File: src/rtl/synth_pkg.sv
// Shared types and defaults for the synthesizer core's reset/control blocks.
package synth_pkg;

  typedef enum logic [1:0] {
    StHold,
    StWaitRdy,
    StRun,
    StDrain
  } seq_state_e;

  localparam int unsigned SeqCntW = 22;

  // At 50 MHz: roughly 21 ms hold per stage and 84 ms ready timeout.
  localparam logic [SeqCntW-1:0] SeqDelayDefault   = 22'h0FFFFF;
  localparam logic [SeqCntW-1:0] SeqTimeoutDefault = 22'h3FFFFF;

endpackage

File: src/rtl/rst_req_collector.sv
// Soft-reset request bookkeeping: accumulates requests into a pending mask, moves
// pending to served when a sequence starts, and pulses the served mask as an ack.
module rst_req_collector #(
  parameter int unsigned NReq = 4
) (
  input  logic            clk_i,
  input  logic            rst_ni,
  input  logic [NReq-1:0] req_i,
  input  logic            snap_i,      // sequence starts: take the pending snapshot
  input  logic            ack_fire_i,  // sequence completes: ack what was served
  output logic            pend_any_o,
  output logic [NReq-1:0] ack_o
);

  logic [NReq-1:0] pend_q, pend_d;
  logic [NReq-1:0] served_q, served_d;
  logic [NReq-1:0] ack_q, ack_d;

  // Next-state for pending/served masks and the one-cycle ack pulse.
  always_comb begin
    pend_d   = pend_q | req_i;
    served_d = served_q;
    ack_d    = '0;
    if (snap_i) begin
      // Requests arriving in the snapshot cycle stay pending for the next sequence.
      served_d = pend_q;
      pend_d   = req_i;
    end
    if (ack_fire_i) begin
      ack_d    = served_q;
      served_d = '0;
    end
  end

  // Request registers; a reset discards everything outstanding.
  always_ff @(posedge clk_i or negedge rst_ni) begin
    if (!rst_ni) begin
      pend_q   <= '0;
      served_q <= '0;
      ack_q    <= '0;
    end else begin
      pend_q   <= pend_d;
      served_q <= served_d;
      ack_q    <= ack_d;
    end
  end

  assign pend_any_o = |pend_q;
  assign ack_o      = ack_q;

endmodule

File: src/rtl/rst_sequencer.sv
// Staged reset controller: releases NSTAGE reset domains in order with a hold delay
// and a bounded ready handshake each, and replays the sequence on soft-reset requests.
module rst_sequencer
  import synth_pkg::*;
#(
  parameter int unsigned      NSTAGE  = 3,
  parameter int unsigned      NREQ    = 4,
  parameter int unsigned      CNT_W   = SeqCntW,
  parameter logic [CNT_W-1:0] DELAY   = CNT_W'(SeqDelayDefault),
  parameter logic [CNT_W-1:0] TIMEOUT = CNT_W'(SeqTimeoutDefault)
) (
  input  logic              iCLK,
  input  logic              iRST,
  input  logic [NSTAGE-1:0] iSTAGE_RDY,
  input  logic [NREQ-1:0]   iREQ,
  output logic [NSTAGE-1:0] oRST,
  output logic [NREQ-1:0]   oACK,
  output logic              oBUSY,
  output logic              oFAULT
);

  localparam int unsigned      IdxW        = (NSTAGE > 1) ? $clog2(NSTAGE) : 1;
  localparam logic [IdxW-1:0]  IdxLast     = IdxW'(NSTAGE - 1);
  localparam logic [CNT_W-1:0] DelayLast   = DELAY - CNT_W'(1);
  localparam logic [CNT_W-1:0] TimeoutLast = TIMEOUT - CNT_W'(1);

  seq_state_e        state_q, state_d;
  logic [CNT_W-1:0]  cnt_q, cnt_d;
  logic [IdxW-1:0]   idx_q, idx_d;
  logic [NSTAGE-1:0] rst_q, rst_d;
  logic              fault_q, fault_d;
  logic              snap, ack_fire, pend_any, stage_done;

  rst_req_collector #(
    .NReq(NREQ)
  ) u_req (
    .clk_i     (iCLK),
    .rst_ni    (iRST),
    .req_i     (iREQ),
    .snap_i    (snap),
    .ack_fire_i(ack_fire),
    .pend_any_o(pend_any),
    .ack_o     (oACK)
  );

  // Sequencing FSM: next state, counter, stage index, stage resets and fault.
  always_comb begin
    state_d    = state_q;
    cnt_d      = cnt_q;
    idx_d      = idx_q;
    rst_d      = rst_q;
    fault_d    = fault_q;
    snap       = 1'b0;
    ack_fire   = 1'b0;
    stage_done = 1'b0;
    unique case (state_q)
      StHold: begin
        if (cnt_q == DelayLast) begin
          rst_d[idx_q] = 1'b1;
          cnt_d        = '0;
          state_d      = StWaitRdy;
        end else begin
          cnt_d = cnt_q + CNT_W'(1);
        end
      end
      StWaitRdy: begin
        // Ready beats a simultaneous timeout, leaving the fault flag alone.
        if (iSTAGE_RDY[idx_q]) begin
          stage_done = 1'b1;
        end else if (cnt_q == TimeoutLast) begin
          fault_d    = 1'b1;
          stage_done = 1'b1;
        end else begin
          cnt_d = cnt_q + CNT_W'(1);
        end
        if (stage_done) begin
          cnt_d = '0;
          if (idx_q == IdxLast) begin
            state_d  = StRun;
            ack_fire = 1'b1;
          end else begin
            idx_d   = idx_q + IdxW'(1);
            state_d = StHold;
          end
        end
      end
      StRun: begin
        if (pend_any) begin
          snap    = 1'b1;
          fault_d = 1'b0;
          idx_d   = IdxLast;
          state_d = StDrain;
        end
      end
      StDrain: begin
        // Re-assert stages in reverse order, one per cycle.
        rst_d[idx_q] = 1'b0;
        if (idx_q == '0) begin
          cnt_d   = '0;
          state_d = StHold;
        end else begin
          idx_d = idx_q - IdxW'(1);
        end
      end
      default: state_d = StHold;
    endcase
  end

  // Sequencer state registers.
  always_ff @(posedge iCLK or negedge iRST) begin
    if (!iRST) begin
      state_q <= StHold;
      cnt_q   <= '0;
      idx_q   <= '0;
      rst_q   <= '0;
      fault_q <= 1'b0;
    end else begin
      state_q <= state_d;
      cnt_q   <= cnt_d;
      idx_q   <= idx_d;
      rst_q   <= rst_d;
      fault_q <= fault_d;
    end
  end

  assign oRST   = rst_q;
  assign oFAULT = fault_q;
  assign oBUSY  = (state_q != StRun);

endmodule

File: config.mk
export PLATFORM = sky130hd
export DESIGN_NAME = rst_sequencer
export DESIGN_NICKNAME = d
export VERILOG_FILES = /design/src/rtl/synth_pkg.sv /design/src/rtl/rst_req_collector.sv /design/src/rtl/rst_sequencer.sv
export SDC_FILE = /design/constraint.sdc
export NUM_CORES = 1
export LEC_CHECK = 0
export CAP_MARGIN = 25
export CORE_AREA = 3 3 70 72
export DETAILED_ROUTE_END_ITERATION = 7
export DIE_AREA = 0 0 73 75
export PLACE_DENSITY = 0.69
export SLEW_MARGIN = 10
export SYNTH_ARGS = -nofsm -noshare
export SYNTH_HDL_FRONTEND = slang
export SYNTH_SLANG_ARGS = --single-unit
File: constraint.sdc
create_clock -name iCLK -period 4.7 [get_ports iCLK]
set_input_delay 0.94 -clock iCLK [delete_from_list [all_inputs] [get_ports iCLK]]
set_output_delay 0.94 -clock iCLK [all_outputs]
set_load 0.02 [all_outputs]
==> results of run 1 <==
## logic make-up after synthesis
logic type | share of synthesized area
DFF | 0.494
buffers and inverters | 0.0300
muxes | 0.00470
adders and majority gates | 0.0117
and+or+nand+nor | 0.249
xor gates and xnor gates | 0.0617
AOI/OAI and AO/OA | 0.150
## per-layer routing
| metal | GRT usage | vias up |
|---|---|---|
| met1 | 0.217 | 778 |
| li1 | - | 813 |
| met3 | 0.0294 | 6 |
| met2 | 0.254 | 24 |
| met4 | 0.0738 | 0 |
| met5 | 0 | - |
## cell usage in the layout (no fill, tap or decap), types with 6 or more instances in the layout
cell type / n
xor2_1: 14
a21oi_1: 9
nor2_1: 29
nand4_1: 10
nand3_1: 9
inv_1: 7
clkdlybuf4s50_1: 16
nor3_1: 6
nand2_1: 18
o21ai_0: 6
dfrtp_1: 42
## synth_stat cells (2+ instances only)
master	number	area, um2
a2111oi_4	2	55.1
a21o_1	5	37.5
a21oi_1	9	45.0
a22oi_1	5	37.5
a31oi_1	2	12.5
and2_1	5	31.3
and3_1	3	18.8
and4_1	2	17.5
buf_2	3	15.0
clkbuf_1	3	11.3
dfrtp_1	42	1050
ha_1	2	25.0
inv_1	7	26.3
nand2_1	18	67.6
nand3_1	9	45.0
nand4_1	10	62.6
nor2_1	29	109
nor3_1	6	30.0
nor4_1	3	18.8
o21ai_0	6	30.0
o21ai_1	4	20.0
o22ai_1	2	12.5
o31ai_1	2	15.0
or2_2	3	18.8
or3_1	5	31.3
xor2_1	14	123
## worst min-delay path by stage
stage                     endpoint  slack (ps)              start
CTS                 u_req.ack_o[3]         490  u_req.served_q[3]
detailed placement  u_req.ack_o[3]         470  u_req.served_q[3]
global placement    u_req.ack_o[3]         470  u_req.served_q[3]
global route        u_req.ack_o[3]         510  u_req.served_q[3]
floorplan           u_req.ack_o[0]         450  u_req.served_q[0]
finish              u_req.ack_o[3]         490  u_req.served_q[3]
## worst reg2reg max path: stages, from the launching register on
cell and delay (ps):
dfrtp_1 440, inv_1 80, ha_1 160, nand3_1 110
nor4_1 560, a22oi_1 360, a21oi_2 680, nor2_1 120
## where the power goes
part	total [W]	internal [W]	switching [W]
logic	0.000364	0.000154	0.000210
clock network	0.000242	0.000107	0.000135
registers	0.000509	0.000424	0.0000851
## state kept, by name, indices dropped and copies added, names as in the netlist, named ones only
name            flops
u_req.ack_o         4
idx_q               2
oFAULT              1
u_req.pend_q        4
state_q             1
cnt_q              22
u_req.served_q      4
## layout make-up
cell class / instances / share of cell area
Inverter: 7 / 0.0108
Multi-Input combinational cell: 162 / 0.417
Tap cell: 52 / 0.0267
Clock inverter: 3 / 0.0103
Timing Repair Buffer: 19 / 0.0755
Sequential cell: 42 / 0.432
Clock buffer: 5 / 0.0283
## stage by stage
stage          area, um2  total power, W  utilization  std cells
2_1_floorplan       2130        0.000784            -        218
3_3_place_gp        2320        0.000865        0.533        280
3_5_place_dp        2330        0.000875        0.536        281
4_1_cts             2430         0.00112        0.557        289
5_1_grt             2430         0.00119        0.559        290
6_report            2430         0.00112        0.559        290
==> impl_metrics.toml, run 1 <==
[setup_path]
cpPeakStageDelay_ps = 630
worst_ep_arrival_time_ps = 2200
crit_required_ps = 3760
path_class = "register to output port"
path_depth = 4
slowest_stage = "dfrtp_1"
crit_family = "buffers and inverters"
r2r_end = "cnt_q[15]"
crit_path_end = "oBUSY"
start_kind = "register"
path_cells = "inv_1 -> nor2_1 -> inv_1 -> clkdlybuf4s50_1"
path_common_cell = "inv_1"
worstRegToRegCells = 7
rrSetupSlack_ps = 2050
cp.buffers_inverters = 3
cp-end-kind = "output port"
path_max_fanout = 10
r2r_start = "cnt_q[0]"

[die]
placement_rows = 24
io_pins = 18
die_area_um2 = 5480
core_um2 = 4350
die_h_um = 75
die_width_um = 73
start_util = 0.489

[yosys]
ys_warn_count = 0
synth_cell_types = 43
synth_edf_count = 0
postSynthCellCount = 218
synth_ff_type = "dfrtp_1"
syn_area_um2 = 2130
avgSynthCellArea_um2 = 9.77
async_reset_ff_frac = 1.00
seq_area_frac_synth = 0.494
syn_nets = 229
ys_ff_latch = 42

[detailed_routing]
postRouteAntennaNets = 0
drt_drc_violations_left = 0
drt_wl_total_um = 4090
drtPass1Iterations = 4
via_count = 1621
wl_met3_um = 127
drt_iter0_markers = 60
wl_per_cell_um = 14.1
top_layer_used = "met4"
route.met2.wl_um = 1870
viasPerCell = 5.59
met1_length_um = 2030

[global_route]
grt_usage = 0.161
grt_pass1_wl_um = 6820
overflow = 0
grt_max_degree = 43
antenna_found_initial = 0
grt_pass1_vias = 1464

[min_path]
hold_path.class = "register to register"
worstHoldPathCells = 1

[placed_design]
numPortBuffers = 17
dp_slack_ps = 1660
place.gp.congestion = 0.779
dpl.hpwl_um = 2870

[sta]
setup_tns_ps = 0
report.final.slew_viol_count = 0
timing.final.ws_setup_ps = 1560
max_freq_mhz = 319
timing.final.crit_share = 0.668
maxSlewHeadroom = 0.393
holdWs_ps = 487
worstMarginPinSlew_ps = 910
rsz0062_at_grt = "no"
final.min_clock_period_ps = 3140
finalSetupViolCount = 0
skew_ps = 9.84
hold_viol = 0

[status]
status = "finished, final reports clean"

[cells_and_area]
n_antenna_cell = 0
multi_input_comb_area_um2 = 1010
area_growth_pct = 14.3
fin_nets = 248
fillerInstances = 387
drive_gt1_frac = 0.0840
seqCellArea_um2 = 1050

[clock_tree]
cts.path.max_buffers = 2
cts_tree = "built"
cts_hold_buf = 0
cts_sinks = 42
path_clk_slew_ps = 90
post_cts_resized = 0
cts.htree.levels = 2
worst_skew_pair.late_latency_ps = 300
post-cts-setup-buffer-count = 0
cts_made_buffers = 5
cts-root-buf = "clkbuf_8"

[run]
maxCapViolations = 0

[power_and_ir_drop]
ir_drop_mv = 0.182
leakagePower_nw = 1.01
power_density_nw_per_um2 = 458
Power figures use the tool's default switching activity.
==> run 2, diff against run 1 <==
--- a/config.mk
+++ b/config.mk
@@ -9,7 +9,7 @@
 export CORE_AREA = 3 3 70 72
 export DETAILED_ROUTE_END_ITERATION = 7
 export DIE_AREA = 0 0 73 75
-export PLACE_DENSITY = 0.69
+export PLACE_DENSITY = 0.72
 export SLEW_MARGIN = 10
 export SYNTH_ARGS = -nofsm -noshare
 export SYNTH_HDL_FRONTEND = slang
==> constraint.sdc (replaced) <==
create_clock -name iCLK -period 2.7 [get_ports iCLK]
set_input_delay 0.54 -clock iCLK [delete_from_list [all_inputs] [get_ports iCLK]]
set_output_delay 0.54 -clock iCLK [all_outputs]
set_load 0.02 [all_outputs]
==> run 2 against run 1 <==
Net effect:
- sequential share of layout area is 0.93 points lower
- clock power rose by 72%
- die area stayed put
- register-to-register slack got worse by 1500 ps
- setup slack got worse by 1200 ps
- clock-buffer cell count stayed put
- via count up 2.0%
- clock skew shrank 2.1 ps
- non-clock buffer count grew 6
- critical endpoint unchanged
==> impl_metrics.toml, run 2 (same netlist as run 1, synthesis figures left out) <==
[power_and_ir_drop]
p_total_w = 0.00198
intPower_w = 0.00123
pwr-share-seq = 0.429
p_clk_frac = 0.211
leakagePower_nw = 1.05
combPwrFrac = 0.360
switching_share = 0.377
power_density_nw_per_um2 = 794
ir_drop_mv = 0.375
switching_power_w = 0.000746

[detailed_routing]
drt_drc_violations_left = 0
via_count = 1654
wl_per_cell_um = 13.6
drt_wl_total_um = 4040
postRouteAntennaNets = 0
viasPerCell = 5.59
drtPass1Iterations = 5
drt_iter0_markers = 95

[clock_tree]
cts_made_buffers = 5
post_cts_resized = 0
cts.htree.levels = 2
path_clk_slew_ps = 90
cts-root-buf = "clkbuf_8"
cts_tree = "built"
cts_sinks = 42
worst_skew_pair.late_latency_ps = 300
post-cts-setup-buffer-count = 0
cts_hold_buf = 0
cts.path.max_buffers = 2

[sta]
report.final.slew_viol_count = 0
max_freq_mhz = 427
hold_viol = 0
timing.final.ws_setup_ps = 356
maxSlewHeadroom = 0.322
skew_ps = 7.78
timing.final.crit_share = 0.868
worstMarginPinSlew_ps = 1020
rsz0062_at_grt = "no"
finalSetupViolCount = 0
setup_tns_ps = 0
holdWs_ps = 108
final.min_clock_period_ps = 2340

[cells_and_area]
drive_gt1_frac = 0.107
mostFrequentLayoutCell = "dfrtp_1"
largest_reg_flops = 22
area_growth_pct = 16.9
fillerInstances = 400
n_antenna_cell = 0
final_cell_mix = "42 x dfrtp_1, 29 x nor2_1, 18 x nand2_1, 16 x clkdlybuf4s50_1, 14 x xor2_1"
fin_nets = 254
largest_register = "cnt_q"

[die]
placement_rows = 24
die_h_um = 75
start_util = 0.489
core_um2 = 4350
die_area_um2 = 5480
die_width_um = 73
io_pins = 18

[placed_design]
dpl.hpwl_um = 2840
dp_slack_ps = 372
numPortBuffers = 17
place.gp.congestion = 0.786

[global_route]
grt_pass1_vias = 1494
antenna_found_initial = 0
grt_usage = 0.163
grt_pass1_wl_um = 6890
overflow = 0
grt_max_degree = 43

[min_path]
hold_path.class = "input pin to async pin"

[setup_path]
start_kind = "register"
worst_ep_arrival_time_ps = 1800
cp-end-kind = "output port"
cpPeakStageDelay_ps = 570
crit_required_ps = 2160
cp.buffers_inverters = 2
crit_family = "buffers and inverters"
slowest_stage = "clkdlybuf4s50_1"
path_max_fanout = 8
path_class = "register to output port"
path_cells = "nor2_1 -> inv_1 -> clkdlybuf4s50_1"

[run]
maxCapViolations = 0

[status]
status = "finished, final reports clean"
-- run 2: changes by cell type in the layout (fill, tap and decap cells not counted), sizes merged --
cell | previous run | this run
buf | 2 | 9
clkdlybuf4s15 | 1 | 0
-- run 2: per-layer routing --
metal / share of wire / wire length, um / GRT usage / up-vias
li1: - / - / - / 825
met4: 0.016 / 63 / 0.0615 / 0
met2: 0.47 / 1900 / 0.256 / 33
met5: 0 / 0 / 0 / -
met3: 0.042 / 171 / 0.0414 / 7
met1: 0.47 / 1900 / 0.217 / 789
-- run 2: cell type report --
class / instances / area (um2) / area share
Sequential cell: 42 / 1050 / 0.422
Clock buffer: 5 / 68.8 / 0.0277
Tap cell: 52 / 65.1 / 0.0261
Clock inverter: 3 / 25.0 / 0.0101
Multi-Input combinational cell: 162 / 1010 / 0.408
Inverter: 7 / 26.3 / 0.0106
Timing Repair Buffer: 25 / 238 / 0.0955
-- run 2: worst paths after layout --
kind / cells past startpoint / end / slack (ps) / startpoint
min in group iCLK: 1 / u_req.ack_o[3] / 490 / u_req.served_q[3]
worst max register to register: 9 / cnt_q[9] / 520 / cnt_q[0]
worst min-delay path: 1 / async pin / 110 / iRST
worst max-delay path: 3 / oBUSY / 360 / state_q[0]
worst min register to register: 1 / u_req.ack_o[3] / 490 / u_req.served_q[3]
max in group asynchronous: 2 / u_req.pend_q[1] / 2140 / iRST
-- run 2: per-stage QoR --
| step | instance area [um2] | cells | utilization |
|---|---|---|---|
| 2_1_floorplan | 2130 | 218 | - |
| 3_3_place_gp | 2370 | 287 | 0.545 |
| 3_5_place_dp | 2370 | 287 | 0.545 |
| 4_1_cts | 2470 | 295 | 0.567 |
| 5_1_grt | 2490 | 296 | 0.572 |
| 6_report | 2490 | 296 | 0.572 |
-- run 2: power groups by stage --
stage	Combinational, W	Sequential (W)	Clock [W]
2_1_floorplan	0.000549	0.000815	0
3_3_place_gp	0.000697	0.000859	0
3_5_place_dp	0.000714	0.000859	0
4_1_cts	0.000715	0.000848	0.000432
5_1_grt	0.000790	0.000867	0.000457
6_report	0.000712	0.000847	0.000417
-- run 2: worst register-to-register path: cells and delay by family, from the launching register on --
kind | cells | cell delay, ps
flops | 1 | 430
compound gates | 2 | 260
buf+inv | 3 | 510
fa+ha+maj | 1 | 170
simple gates | 3 | 720
==> run 3, diff against run 2 <==
==> constraint.sdc (replaced) <==
create_clock -name iCLK -period 2.7 [get_ports iCLK]
set_input_delay 0.405 -clock iCLK [delete_from_list [all_inputs] [get_ports iCLK]]
set_output_delay 0.405 -clock iCLK [all_outputs]
set_load 0.02 [all_outputs]
==> run 3 against run 2 <==
Net effect:
- clock power decreased by 6.2%
- die area unchanged
- non-clock buffer count increased by 1
- sequential share of layout area increased by 0.21 points
- power decreased by 0.23%
- largest cell class unchanged
- highest routed layer unchanged
==> impl_metrics.toml, run 3 (same netlist as run 1, synthesis figures left out) <==
[status]
status = "finished, final reports clean"

[setup_path]
path_class = "register to output port"
start_kind = "register"
cp-end-kind = "output port"
crit_required_ps = 2300
worst_ep_arrival_time_ps = 1850
path_max_fanout = 12

[sta]
hold_viol = 0
worstMarginPinSlew_ps = 885
report.final.slew_viol_count = 0
final.min_clock_period_ps = 2260
timing.final.ws_setup_ps = 442
skew_ps = 7.51
maxSlewHeadroom = 0.410
finalSetupViolCount = 0
max_freq_mhz = 443
rsz0062_at_grt = "no"
holdWs_ps = 232
setup_tns_ps = 0
timing.final.crit_share = 0.836

[clock_tree]
cts-root-buf = "clkbuf_8"
cts_made_buffers = 5
cts_tree = "built"
cts_hold_buf = 0
cts.htree.levels = 2
path_clk_slew_ps = 80
worst_skew_pair.late_latency_ps = 290
post-cts-setup-buffer-count = 0
post_cts_resized = 0
cts_sinks = 42
cts.path.max_buffers = 2

[cells_and_area]
final_util = 0.569
n_antenna_cell = 0
largest_register = "cnt_q"
area_growth_pct = 16.3
mostFrequentLayoutCell = "dfrtp_1"
fin_nets = 255
drive_gt1_frac = 0.106
final_cell_mix = "42 x dfrtp_1, 29 x nor2_1, 18 x nand2_1, 16 x clkdlybuf4s50_1, 14 x xor2_1"
final_cell_area_um2 = 2480
largest_reg_flops = 22

[die]
die_width_um = 73
start_util = 0.489
die_h_um = 75
placement_rows = 24
die_area_um2 = 5480
core_um2 = 4350
io_pins = 18

[detailed_routing]
drt_iter0_markers = 74
drtPass1Iterations = 4
drt_drc_violations_left = 0
wl_per_cell_um = 13.8
viasPerCell = 5.57
drt_wl_total_um = 4110
via_count = 1654
postRouteAntennaNets = 0

[placed_design]
numPortBuffers = 17
dp_slack_ps = 508
place.gp.congestion = 0.774
placedInstanceArea_um2 = 2390
dpl.hpwl_um = 2930

[global_route]
grt_pass1_vias = 1604
grt_max_degree = 43
overflow = 0
antenna_found_initial = 0
grt_usage = 0.171
grt_pass1_wl_um = 7330

[run]
maxCapViolations = 0

[power_and_ir_drop]
leakagePower_nw = 1.05
ir_drop_mv = 0.388
power_density_nw_per_um2 = 796

[min_path]
hold_path.class = "input pin to async pin"
run 3: cell types whose count changed in the layout (fill, tap and decap cells not counted), sizes merged:
cell      before  now
buf            9   10
clkinvlp       1    0
inv            8    7
clkinv         1    2
clkbuf         5    6
run 3: stage by stage:
step	instances	total power, W
6_report	297	0.00197
2_1_floorplan	218	0.00136
3_5_place_dp	289	0.00160
4_1_cts	297	0.00199
5_1_grt	297	0.00213
3_3_place_gp	289	0.00158
run 3: worst paths after layout:
check                                       start               to  slack, ps  depth (start not counted)
worst max-delay path                   state_q[0]            oBUSY        440                          4
worst min-delay path                         iRST        async pin        230                          1
worst max register to register           cnt_q[6]        cnt_q[15]        570                          6
worst min register to register  u_req.served_q[3]   u_req.ack_o[3]        500                          1
max in group asynchronous                    iRST  u_req.pend_q[1]       1910                          1
min in group iCLK               u_req.served_q[3]   u_req.ack_o[3]        500                          1
run 3: worst max-delay path: stages, from the launching register on:
cell and delay (ps):
dfrtp_1 400, buf_4 180, nor2_1 260, inv_1 160
clkdlybuf4s50_1 570
run 3: layout make-up:
cell class / count / area (um2)
clock buffers: 6 / 72.6
clock inverters: 2 / 13.8
fillers: 394 / 1880
inverters: 7 / 26.3
multi-input cells: 162 / 1010
flip-flops and latches: 42 / 1050
well taps: 52 / 65.1
repair buffers: 26 / 233
run 3: per-layer routing:
layer  GRT usage  part of all wire  routed length [um]  vias up
li1            -                 -                   -      829
met1       0.225              0.48                1960      790
met2       0.286              0.47                1950       30
met3      0.0360             0.035                 142        5
met4      0.0492             0.013                  53        0
met5           0                 0                   0        -
run 3: power breakdown:
part,switching (W),internal (W),total (W)
clock network,0.000208,0.000182,0.000391
logic,0.000422,0.000322,0.000744
registers,0.0000968,0.000740,0.000837
total,0.000727,0.00124,0.00197
